## src/rtl/uart_frame_rx.sv

```systemverilog
// 8N1 UART byte receiver feeding a six-byte command-frame parser
// ('a' L 'b' B 'c' S) that drives LED, buzzer and seven-segment outputs.
module uart_frame_rx #(
  parameter int unsigned CLKS_PER_BIT = 1250,
  parameter int unsigned TIMEOUT_CLKS = 24000
) (
  input  logic       clk,
  input  logic       rst,
  input  logic       rx,
  output logic       led_out,
  output logic       buzzer_out,
  output logic [6:0] seg7_out,
  output logic       frame_valid,
  output logic       frame_err,
  output logic [7:0] frame_cnt,
  output logic [7:0] err_cnt
);

  localparam int unsigned BIT_CNT_W  = $clog2(CLKS_PER_BIT + 1);
  localparam int unsigned IDLE_CNT_W = $clog2(TIMEOUT_CLKS + 1);
  localparam logic [BIT_CNT_W-1:0]  BIT_LAST     = BIT_CNT_W'(CLKS_PER_BIT - 1);
  localparam logic [BIT_CNT_W-1:0]  HALF_LAST    = BIT_CNT_W'(CLKS_PER_BIT / 2 - 1);
  localparam logic [IDLE_CNT_W-1:0] TIMEOUT_LAST = IDLE_CNT_W'(TIMEOUT_CLKS - 1);
  localparam logic [7:0] HDR_A = 8'h61;
  localparam logic [7:0] HDR_B = 8'h62;
  localparam logic [7:0] HDR_C = 8'h63;

  typedef enum logic [1:0] {IDLE, START, DATA, STOP} rx_state_t;
  typedef enum logic [2:0] {WAIT_A, GET_L, WAIT_B, GET_B, WAIT_C, GET_S} ps_state_t;

  logic                  rx_meta, rx_sync, rx_prev;
  rx_state_t             rx_state;
  logic [BIT_CNT_W-1:0]  bit_cnt;
  logic [2:0]            bit_idx;
  logic [7:0]            shreg;
  logic                  byte_stb, ferr_stb;
  logic [7:0]            byte_data;

  ps_state_t             ps;
  logic [IDLE_CNT_W-1:0] idle_cnt;
  logic                  sh_led, sh_buz;
  logic                  byte_ok;
  logic [7:0]            err_cnt_sat;

  // Two-flop synchronizer plus one delayed copy for falling-edge detection
  always_ff @(posedge clk or posedge rst) begin
    if (rst) begin
      rx_meta <= 1'b1;
      rx_sync <= 1'b1;
      rx_prev <= 1'b1;
    end else begin
      rx_meta <= rx;
      rx_sync <= rx_meta;
      rx_prev <= rx_sync;
    end
  end

  // Byte receiver: start bit re-checked at mid-bit, data/stop sampled one bit apart
  always_ff @(posedge clk or posedge rst) begin
    if (rst) begin
      rx_state  <= IDLE;
      bit_cnt   <= '0;
      bit_idx   <= '0;
      shreg     <= '0;
      byte_stb  <= 1'b0;
      ferr_stb  <= 1'b0;
      byte_data <= '0;
    end else begin
      byte_stb <= 1'b0;
      ferr_stb <= 1'b0;
      case (rx_state)
        IDLE: begin
          if (rx_prev && !rx_sync) begin
            rx_state <= START;
            bit_cnt  <= '0;
          end
        end
        START: begin
          if (bit_cnt == HALF_LAST) begin
            bit_cnt  <= '0;
            bit_idx  <= '0;
            rx_state <= rx_sync ? IDLE : DATA;
          end else begin
            bit_cnt <= bit_cnt + BIT_CNT_W'(1);
          end
        end
        DATA: begin
          if (bit_cnt == BIT_LAST) begin
            bit_cnt <= '0;
            shreg   <= {rx_sync, shreg[7:1]};
            bit_idx <= bit_idx + 3'd1;
            if (bit_idx == 3'd7) rx_state <= STOP;
          end else begin
            bit_cnt <= bit_cnt + BIT_CNT_W'(1);
          end
        end
        STOP: begin
          if (bit_cnt == BIT_LAST) begin
            bit_cnt  <= '0;
            rx_state <= IDLE;
            if (rx_sync) begin
              byte_stb  <= 1'b1;
              byte_data <= shreg;
            end else begin
              ferr_stb <= 1'b1;
            end
          end else begin
            bit_cnt <= bit_cnt + BIT_CNT_W'(1);
          end
        end
        default: rx_state <= IDLE;
      endcase
    end
  end

  // Which byte values the current parser position will accept
  always_comb begin
    byte_ok = 1'b0;
    case (ps)
      WAIT_A:       byte_ok = (byte_data == HDR_A);
      GET_L, GET_B: byte_ok = (byte_data[7:1] == 7'd0);
      WAIT_B:       byte_ok = (byte_data == HDR_B);
      WAIT_C:       byte_ok = (byte_data == HDR_C);
      GET_S:        byte_ok = !byte_data[7];
      default:      byte_ok = 1'b0;
    endcase
  end

  assign err_cnt_sat = (err_cnt == 8'hFF) ? err_cnt : err_cnt + 8'd1;

  // Frame parser; visible outputs only move when the final S byte is accepted
  always_ff @(posedge clk or posedge rst) begin
    if (rst) begin
      ps          <= WAIT_A;
      idle_cnt    <= '0;
      sh_led      <= 1'b0;
      sh_buz      <= 1'b0;
      led_out     <= 1'b0;
      buzzer_out  <= 1'b0;
      seg7_out    <= 7'b0000001;
      frame_valid <= 1'b0;
      frame_err   <= 1'b0;
      frame_cnt   <= '0;
      err_cnt     <= '0;
    end else begin
      frame_valid <= 1'b0;
      frame_err   <= 1'b0;
      if (byte_stb) begin
        idle_cnt <= '0;
        if (byte_ok) begin
          case (ps)
            WAIT_A: ps <= GET_L;
            GET_L: begin
              sh_led <= byte_data[0];
              ps     <= WAIT_B;
            end
            WAIT_B: ps <= GET_B;
            GET_B: begin
              sh_buz <= byte_data[0];
              ps     <= WAIT_C;
            end
            WAIT_C: ps <= GET_S;
            GET_S: begin
              led_out     <= sh_led;
              buzzer_out  <= sh_buz;
              seg7_out    <= byte_data[6:0];
              frame_valid <= 1'b1;
              frame_cnt   <= frame_cnt + 8'd1;
              ps          <= WAIT_A;
            end
            default: ps <= WAIT_A;
          endcase
        end else if (ps != WAIT_A) begin
          frame_err <= 1'b1;
          err_cnt   <= err_cnt_sat;
          ps        <= (byte_data == HDR_A) ? GET_L : WAIT_A;
        end
      end else if (ferr_stb && ps != WAIT_A) begin
        frame_err <= 1'b1;
        err_cnt   <= err_cnt_sat;
        idle_cnt  <= '0;
        ps        <= WAIT_A;
      end else if (ps != WAIT_A) begin
        if (idle_cnt == TIMEOUT_LAST) begin
          frame_err <= 1'b1;
          err_cnt   <= err_cnt_sat;
          idle_cnt  <= '0;
          ps        <= WAIT_A;
        end else begin
          idle_cnt <= idle_cnt + IDLE_CNT_W'(1);
        end
      end
    end
  end

endmodule

```

## config.mk

```make
export PLATFORM = sky130hd
export DESIGN_NAME = uart_frame_rx
export DESIGN_NICKNAME = d
export VERILOG_FILES = /design/src/rtl/uart_frame_rx.sv
export SDC_FILE = /design/constraint.sdc
export NUM_CORES = 1
export LEC_CHECK = 0
export CAP_MARGIN = 5
export CORE_ASPECT_RATIO = 0.6
export CORE_UTILIZATION = 58
export DETAILED_ROUTE_END_ITERATION = 6
export PLACE_DENSITY = 0.84
export SETUP_SLACK_MARGIN = 0.1
export SKIP_CTS_REPAIR_TIMING = 1
export SLEW_MARGIN = 20
export SYNTH_ARGS = -nofsm -noshare
export SYNTH_HDL_FRONTEND = slang
export SYNTH_SLANG_ARGS = --single-unit
```

## constraint.sdc

```tcl
create_clock -name clk -period 3.6 [get_ports clk]
set_input_delay 0.72 -clock clk [delete_from_list [all_inputs] [get_ports clk]]
set_output_delay 0.72 -clock clk [all_outputs]
set_load 0.005 [all_outputs]
```

==> results.toml, run 1 <==
[status]
status = "complete, no violations"

[grt]
grt_first_pass_wirelength_um = 14350
grt_pass1_vias = 2787
grt_util_all_layers_pct = 26.77
antenna_found_initial = 0
grt-ovfl-total = 0
grt_max_degree = 46

[die]
core_um2 = 6359
top_level_ports = 30
start_util_pct = 62.51
rows = 22
fp.dieH_um = 66.13
die_area_um2 = 7199
fp.dieW_um = 108.9

[power]
seqPwrFrac_pct = 49.3
pwr-share-comb_pct = 5.5
power_density_nw_per_um2 = 452.6
clkPwrFrac_pct = 45.2
internal_power_mw = 1.632
leakagePower_nw = 2.115
switching_share_pct = 22.62
ir_drop_uv = 407.2
switchingPower_mw = 0.4772

[logic_synthesis]
yosys-top-cells-area = "dfrtp_1 50%, mux2_2 7.6%, xnor2_1 2.9%"
postSynthCellCount = 365
netlist.area_leader.share_pct = 50.36
syn_area_um2 = 3975
ys.flop_type = "dfrtp_1"
synth_seq_cells = 84
synth_cell_types = 55
synth_enable_flop_cells = 0
yosysWarningCount = 0
ys_seq_area_share_pct = 53.01
ys_async_sr_fraction_pct = 100.0
synth_fp_nets = 376
avgSynthCellArea_um2 = 10.89
synth_area_leader_cell = "dfrtp_1"

[drt]
vias_per_cell = 6.244
drc = 0
antenna_left = 0
avgRoutedWirePerCell_um = 17.55
initialDrtViolationCount = 243
via_count = 3016
first_pass_iters = 4
drt-total-wl_um = 8476

[cts]
cts_tree = "built"
clock_tree.buffer_depth = 2
clock_latency_ns = 0.33
numCtsBuffers = 9
cts-root-buf = "clkbuf_16"
clk_pin_slew_ns = 0.06
cts.sinks = 84
htreeDepth = 3

[placed_design]
dp_slack_ns = 1.204
place_congestion = 0.8917
dp_hpwl_um = 5818
io_buffers = 29

[setup_path]
worstPathMaxFanout = 10
start_kind = "flip-flop"
required_ns = 3.81
r2r_end = "err_cnt[1]"
crit_type = "flip-flop to flip-flop"
r2r_setup_slack_ns = 1.14
arrival_ns = 2.67
crit_path_end_kind = "flip-flop"
reg2reg_depth = 5
reg2reg_from = "ps[2]"

[timing]
setup_violations = 0
hold_violations = 0
fin_crit_sh_pct = 68.31
maxSlewHeadroom_pct = 42.63
tightest_slew_ns = 0.8486
slew_viol_final = 0
rsz0062_at_grt = "no"
clock.fmax_mhz = 406.6
skew_ns = 0.005317
setup_ws_ns = 1.141
layout_min_cycle_time_ns = 2.459
finalSetupTns_ns = 0

[final_layout]
antenna_cells = 0
drive_gt1_share_pct = 14.04
area_growth_pct = 17.25
nets = 406

[min_path]
hold_path_depth = 0
hp-class = "flip-flop to flip-flop"
min_from = "rx_meta"
hold_path_end = "rx_sync"

[job]
drv_cap = 0
==> cells by family (layout without fill, tap and decap cells) <==
kind of cell | count (synthesis) | count (layout) | share of synthesized area (%)
buffers and inverters | 26 | 60 | 2.550
xor gates and xnor gates | 25 | 25 | 5.508
AOI/OAI and AO/OA | 56 | 56 | 8.908
muxes | 28 | 28 | 7.901
and+or+nand+nor | 138 | 138 | 19.61
DFF | 84 | 84 | 53.01
adders and majority gates | 8 | 8 | 2.518
==> worst max path at each step <==
stage,start,to,slack [ns],depth (start not counted)
floorplan,rst,async pin,0.72,1
global placement,bit_cnt[1],byte_data[4],1.31,6
detailed placement,bit_cnt[1],byte_data[6],1.20,6
CTS,ps[2],err_cnt[1],1.15,5
global route,byte_data[2],err_cnt[1],0.93,5
finish,ps[2],err_cnt[1],1.14,5
==> placed cells by master (no fill, tap or decap), types with 6 or more instances in the layout <==
cell type | synthesis | layout
dfrtp_1 | 80 | 80
nand2_1 | 29 | 29
clkdlybuf4s50_1 | 0 | 29
mux2_2 | 27 | 27
nor2_1 | 24 | 24
nand3_1 | 22 | 22
o21ai_0 | 18 | 18
xnor2_1 | 13 | 13
inv_1 | 13 | 12
xor2_1 | 12 | 12
a21oi_1 | 11 | 11
nor3_1 | 9 | 9
clkbuf_16 | 0 | 9
or3_1 | 8 | 8
ha_1 | 8 | 8
nand4_1 | 7 | 7
a31oi_1 | 6 | 6
==> stage by stage <==
step	utilization (%)	instances	hold slack, ns	power, mW	area [µm²]
3_3_place_gp	68.48	468	0.3462	1.156	4354
5_1_grt	73.30	483	0.3632	2.188	4661
6_report	73.30	483	0.3598	2.110	4661
4_1_cts	73.30	483	0.3610	2.121	4661
2_1_floorplan	-	365	0.3452	1.126	3975
3_5_place_dp	68.48	468	0.3511	1.165	4354
==> power groups by stage <==
stage | Clock, mW | Combinational (mW) | Sequential (mW)
2_1_floorplan | 0 | 0.0972 | 1.03
3_3_place_gp | 0 | 0.108 | 1.05
3_5_place_dp | 0 | 0.115 | 1.05
4_1_cts | 0.968 | 0.116 | 1.04
5_1_grt | 1.01 | 0.136 | 1.05
6_report | 0.953 | 0.116 | 1.04
==> Yosys cell counts, types with 5 or more instances <==
library cell,instances
a21oi_1,11
ha_1,8
nor3_1,9
clkbuf_1,10
nand2_1,29
nand4_1,7
a31oi_1,6
nand3_1,22
xnor2_1,13
dfrtp_1,80
mux2_2,27
o21ai_0,18
or3_1,8
nand4b_1,5
xor2_1,12
and3_1,5
inv_1,13
nor2_1,24
==> flip-flops by register name (all words and copies together), names as in the netlist, 3 cells and up, named ones only <==
register   flops
shreg          8
seg7_out       7
bit_cnt       11
frame_cnt      8
bit_idx        3
err_cnt        8
ps             3
byte_data      8
idle_cnt      15
==> critical path, stage by stage (launching register included) <==
cell	delay [ns]
dfrtp_1	0.50
nand4bb_1	0.31
a2111oi_0	0.75
nor2_1	0.23
nand3_1	0.20
mux2_2	0.35
==> routing by layer <==
metal | share of wire, % | vias up | GRT usage [%]
li1 | - | 1386 | -
met1 | 51 | 1468 | 41.48
met2 | 41 | 149 | 36.08
met3 | 7.1 | 13 | 6.601
met4 | 1.1 | 0 | 9.122
met5 | 0 | - | 0
==> cell type report <==
class                           count  area, µm²
Sequential cell                    84       2107
Multi-Input combinational cell    255       1767
Fill cell                         455       1698
Timing Repair Buffer               32      325.3
Clock buffer                       10      229.0
Tap cell                           84      105.1
Clock inverter                      5      77.57
Inverter                           13      50.05
No activity file was read; power rests on OpenSTA's default activity.
==> run 2: changes to the inputs <==
Settings changed: CORE_UTILIZATION 58 to 52, PLACE_DENSITY 0.84 to 0.8.
Clock period 3.6 ns to 2.15 ns, I/O delays scaled along.
==> results.toml, run 2 (synthesis results as in run 1) <==
[timing]
setup_violations = 0
hold_violations = 0
slew_viol_final = 0
skew_ns = 0.008109
clock.fmax_mhz = 472.8
tightest_slew_ns = 0.5214
fin_crit_sh_pct = 98.38
hold-worst-slack_ns = 0.3565
layout_min_cycle_time_ns = 2.115
rsz0062_at_grt = "yes"
maxSlewHeadroom_pct = 64.92

[cts]
clock_latency_ns = 0.34
cts.sinks = 84
clk_pin_slew_ns = 0.06
cts_tree = "built"
clock_tree.buffer_depth = 2
cts-root-buf = "clkbuf_16"
htreeDepth = 3
numCtsBuffers = 9

[grt]
grt_first_pass_wirelength_um = 14550
grt-ovfl-total = 0
gr-usage-met1_pct = 35.54
grt_pass1_vias = 2874
antenna_found_initial = 0
grt_max_degree = 44
grt_util_all_layers_pct = 23.75
use_met3_pct = 8.042
top_usage_layer = "met1"
grt_use_met2_pct = 33.13

[drt]
first_pass_iters = 5
initialDrtViolationCount = 212
vias_per_cell = 5.772
avgRoutedWirePerCell_um = 15.93
via_count = 3082
drt-total-wl_um = 8509
drc = 0
antenna_left = 0

[die]
core_um2 = 7327
top_level_ports = 30
rows = 24
die_area_um2 = 8010
start_util_pct = 54.25
fp.dieH_um = 69.73
fp.dieW_um = 114.9

[setup_path]
cpPeakStageDelay_ns = 0.59
crit_path_end_kind = "flip-flop"
reg2reg_from = "bit_cnt[1]"
timing.critical_path.cells = "inv_2 > ha_1 > nand4b_1 > or4b_4 > nor3_4 > buf_12 > mux2_2"
crit_type = "flip-flop to flip-flop"
arrival_ns = 2.33
worstPathMaxFanout = 10
reg2reg_depth = 7
r2r_end = "byte_data[7]"
r2r_setup_slack_ns = 0.03
slowest_stage = "or4b_4"
start_kind = "flip-flop"
required_ns = 2.37

[power]
ir_drop_uv = 593.7
power_density_nw_per_um2 = 734.3
leakagePower_nw = 2.300

[final_layout]
largest_register_ffs = 15
drive_gt1_share_pct = 23.49
area_growth_pct = 26.69
post-route-util_pct = 68.73
antenna_cells = 0
nets = 436
top_regs = "idle_cnt (15), bit_cnt (11)"
largest-register = "idle_cnt"
layout_commonest_cell = "dfrtp_1"
final_cell_mix = "80 x dfrtp_1, 29 x clkdlybuf4s50_1, 28 x buf_4"

[min_path]
min_from = "rx_meta"
hp-class = "flip-flop to flip-flop"
hold_path_end = "rx_sync"
hold_path_depth = 0

[job]
drv_cap = 0

[placed_design]
dp_hpwl_um = 6036
io_buffers = 29
place_congestion = 0.9029

[status]
status = "complete, no violations"
## run 2: cell types whose count changed in the layout (fill, tap and decap cells not counted), sizes merged
cell      change
inv           +2
clkinv        -3
buf          +30
clkinvlp      +2
## run 2: stage by stage
step | worst slack, ns | TNS (ns) | instances | instance area [µm²] | total power, mW
detailed placement | -0.06610 | -0.7371 | 515 | 4626 | 2.034
floorplan | 0.02490 | 0 | 365 | 3983 | 1.885
finish | 0.03486 | 0 | 534 | 5036 | 3.698
global placement | 0.006241 | 0 | 515 | 4626 | 2.009
CTS | -0.08454 | -0.9989 | 531 | 4960 | 3.729
global route | -0.02787 | -0.2114 | 534 | 5036 | 3.852
## run 2: where the power goes
| group | switching (mW) | total (mW) | internal (mW) |
|---|---|---|---|
| sequential | 0.0609 | 1.71 | 1.65 |
| combinational | 0.171 | 0.308 | 0.137 |
| clock | 0.622 | 1.68 | 1.06 |
| total | 0.854 | 3.70 | 2.84 |
## run 2: worst max-delay path: cells and delay by family (launching register included)
kind | cells | cell delay [ns]
adder cells (fa/ha/maj) | 1 | 0.14
buffers and inverters | 2 | 0.23
flip-flops | 1 | 0.39
multiplexers | 1 | 0.33
AND/OR/NAND/NOR | 3 | 0.90
## run 2: worst max path at each step
| stage | to | slack (ns) | from | depth (start not counted) |
|---|---|---|---|---|
| final | byte_data[7] | 0.03 | bit_cnt[1] | 7 |
| after global routing | byte_data[7] | -0.03 | bit_cnt[1] | 7 |
| after CTS | byte_data[3] | -0.08 | bit_cnt[1] | 7 |
| after detailed placement | byte_data[7] | -0.07 | bit_cnt[1] | 7 |
| after global placement | err_cnt[1] | 0.006 | byte_data[2] | 6 |
| after floorplan | shreg[0] | 0.02 | bit_cnt[1] | 7 |
## run 2: cell type report
class / instances / area (µm²)
Clock inverter: 6 / 95.09
Clock buffer: 10 / 239.0
Inverter: 13 / 52.55
Tap cell: 104 / 130.1
Multi-Input combinational cell: 255 / 1821
Sequential cell: 84 / 2107
Fill cell: 541 / 2291
Timing Repair Buffer: 62 / 591.8
## run 2: routing by layer
layer,routed length (µm),vias up
met2,3749,111
li1,-,1450
met5,0,-
met3,565,4
met4,48,0
met1,4145,1517
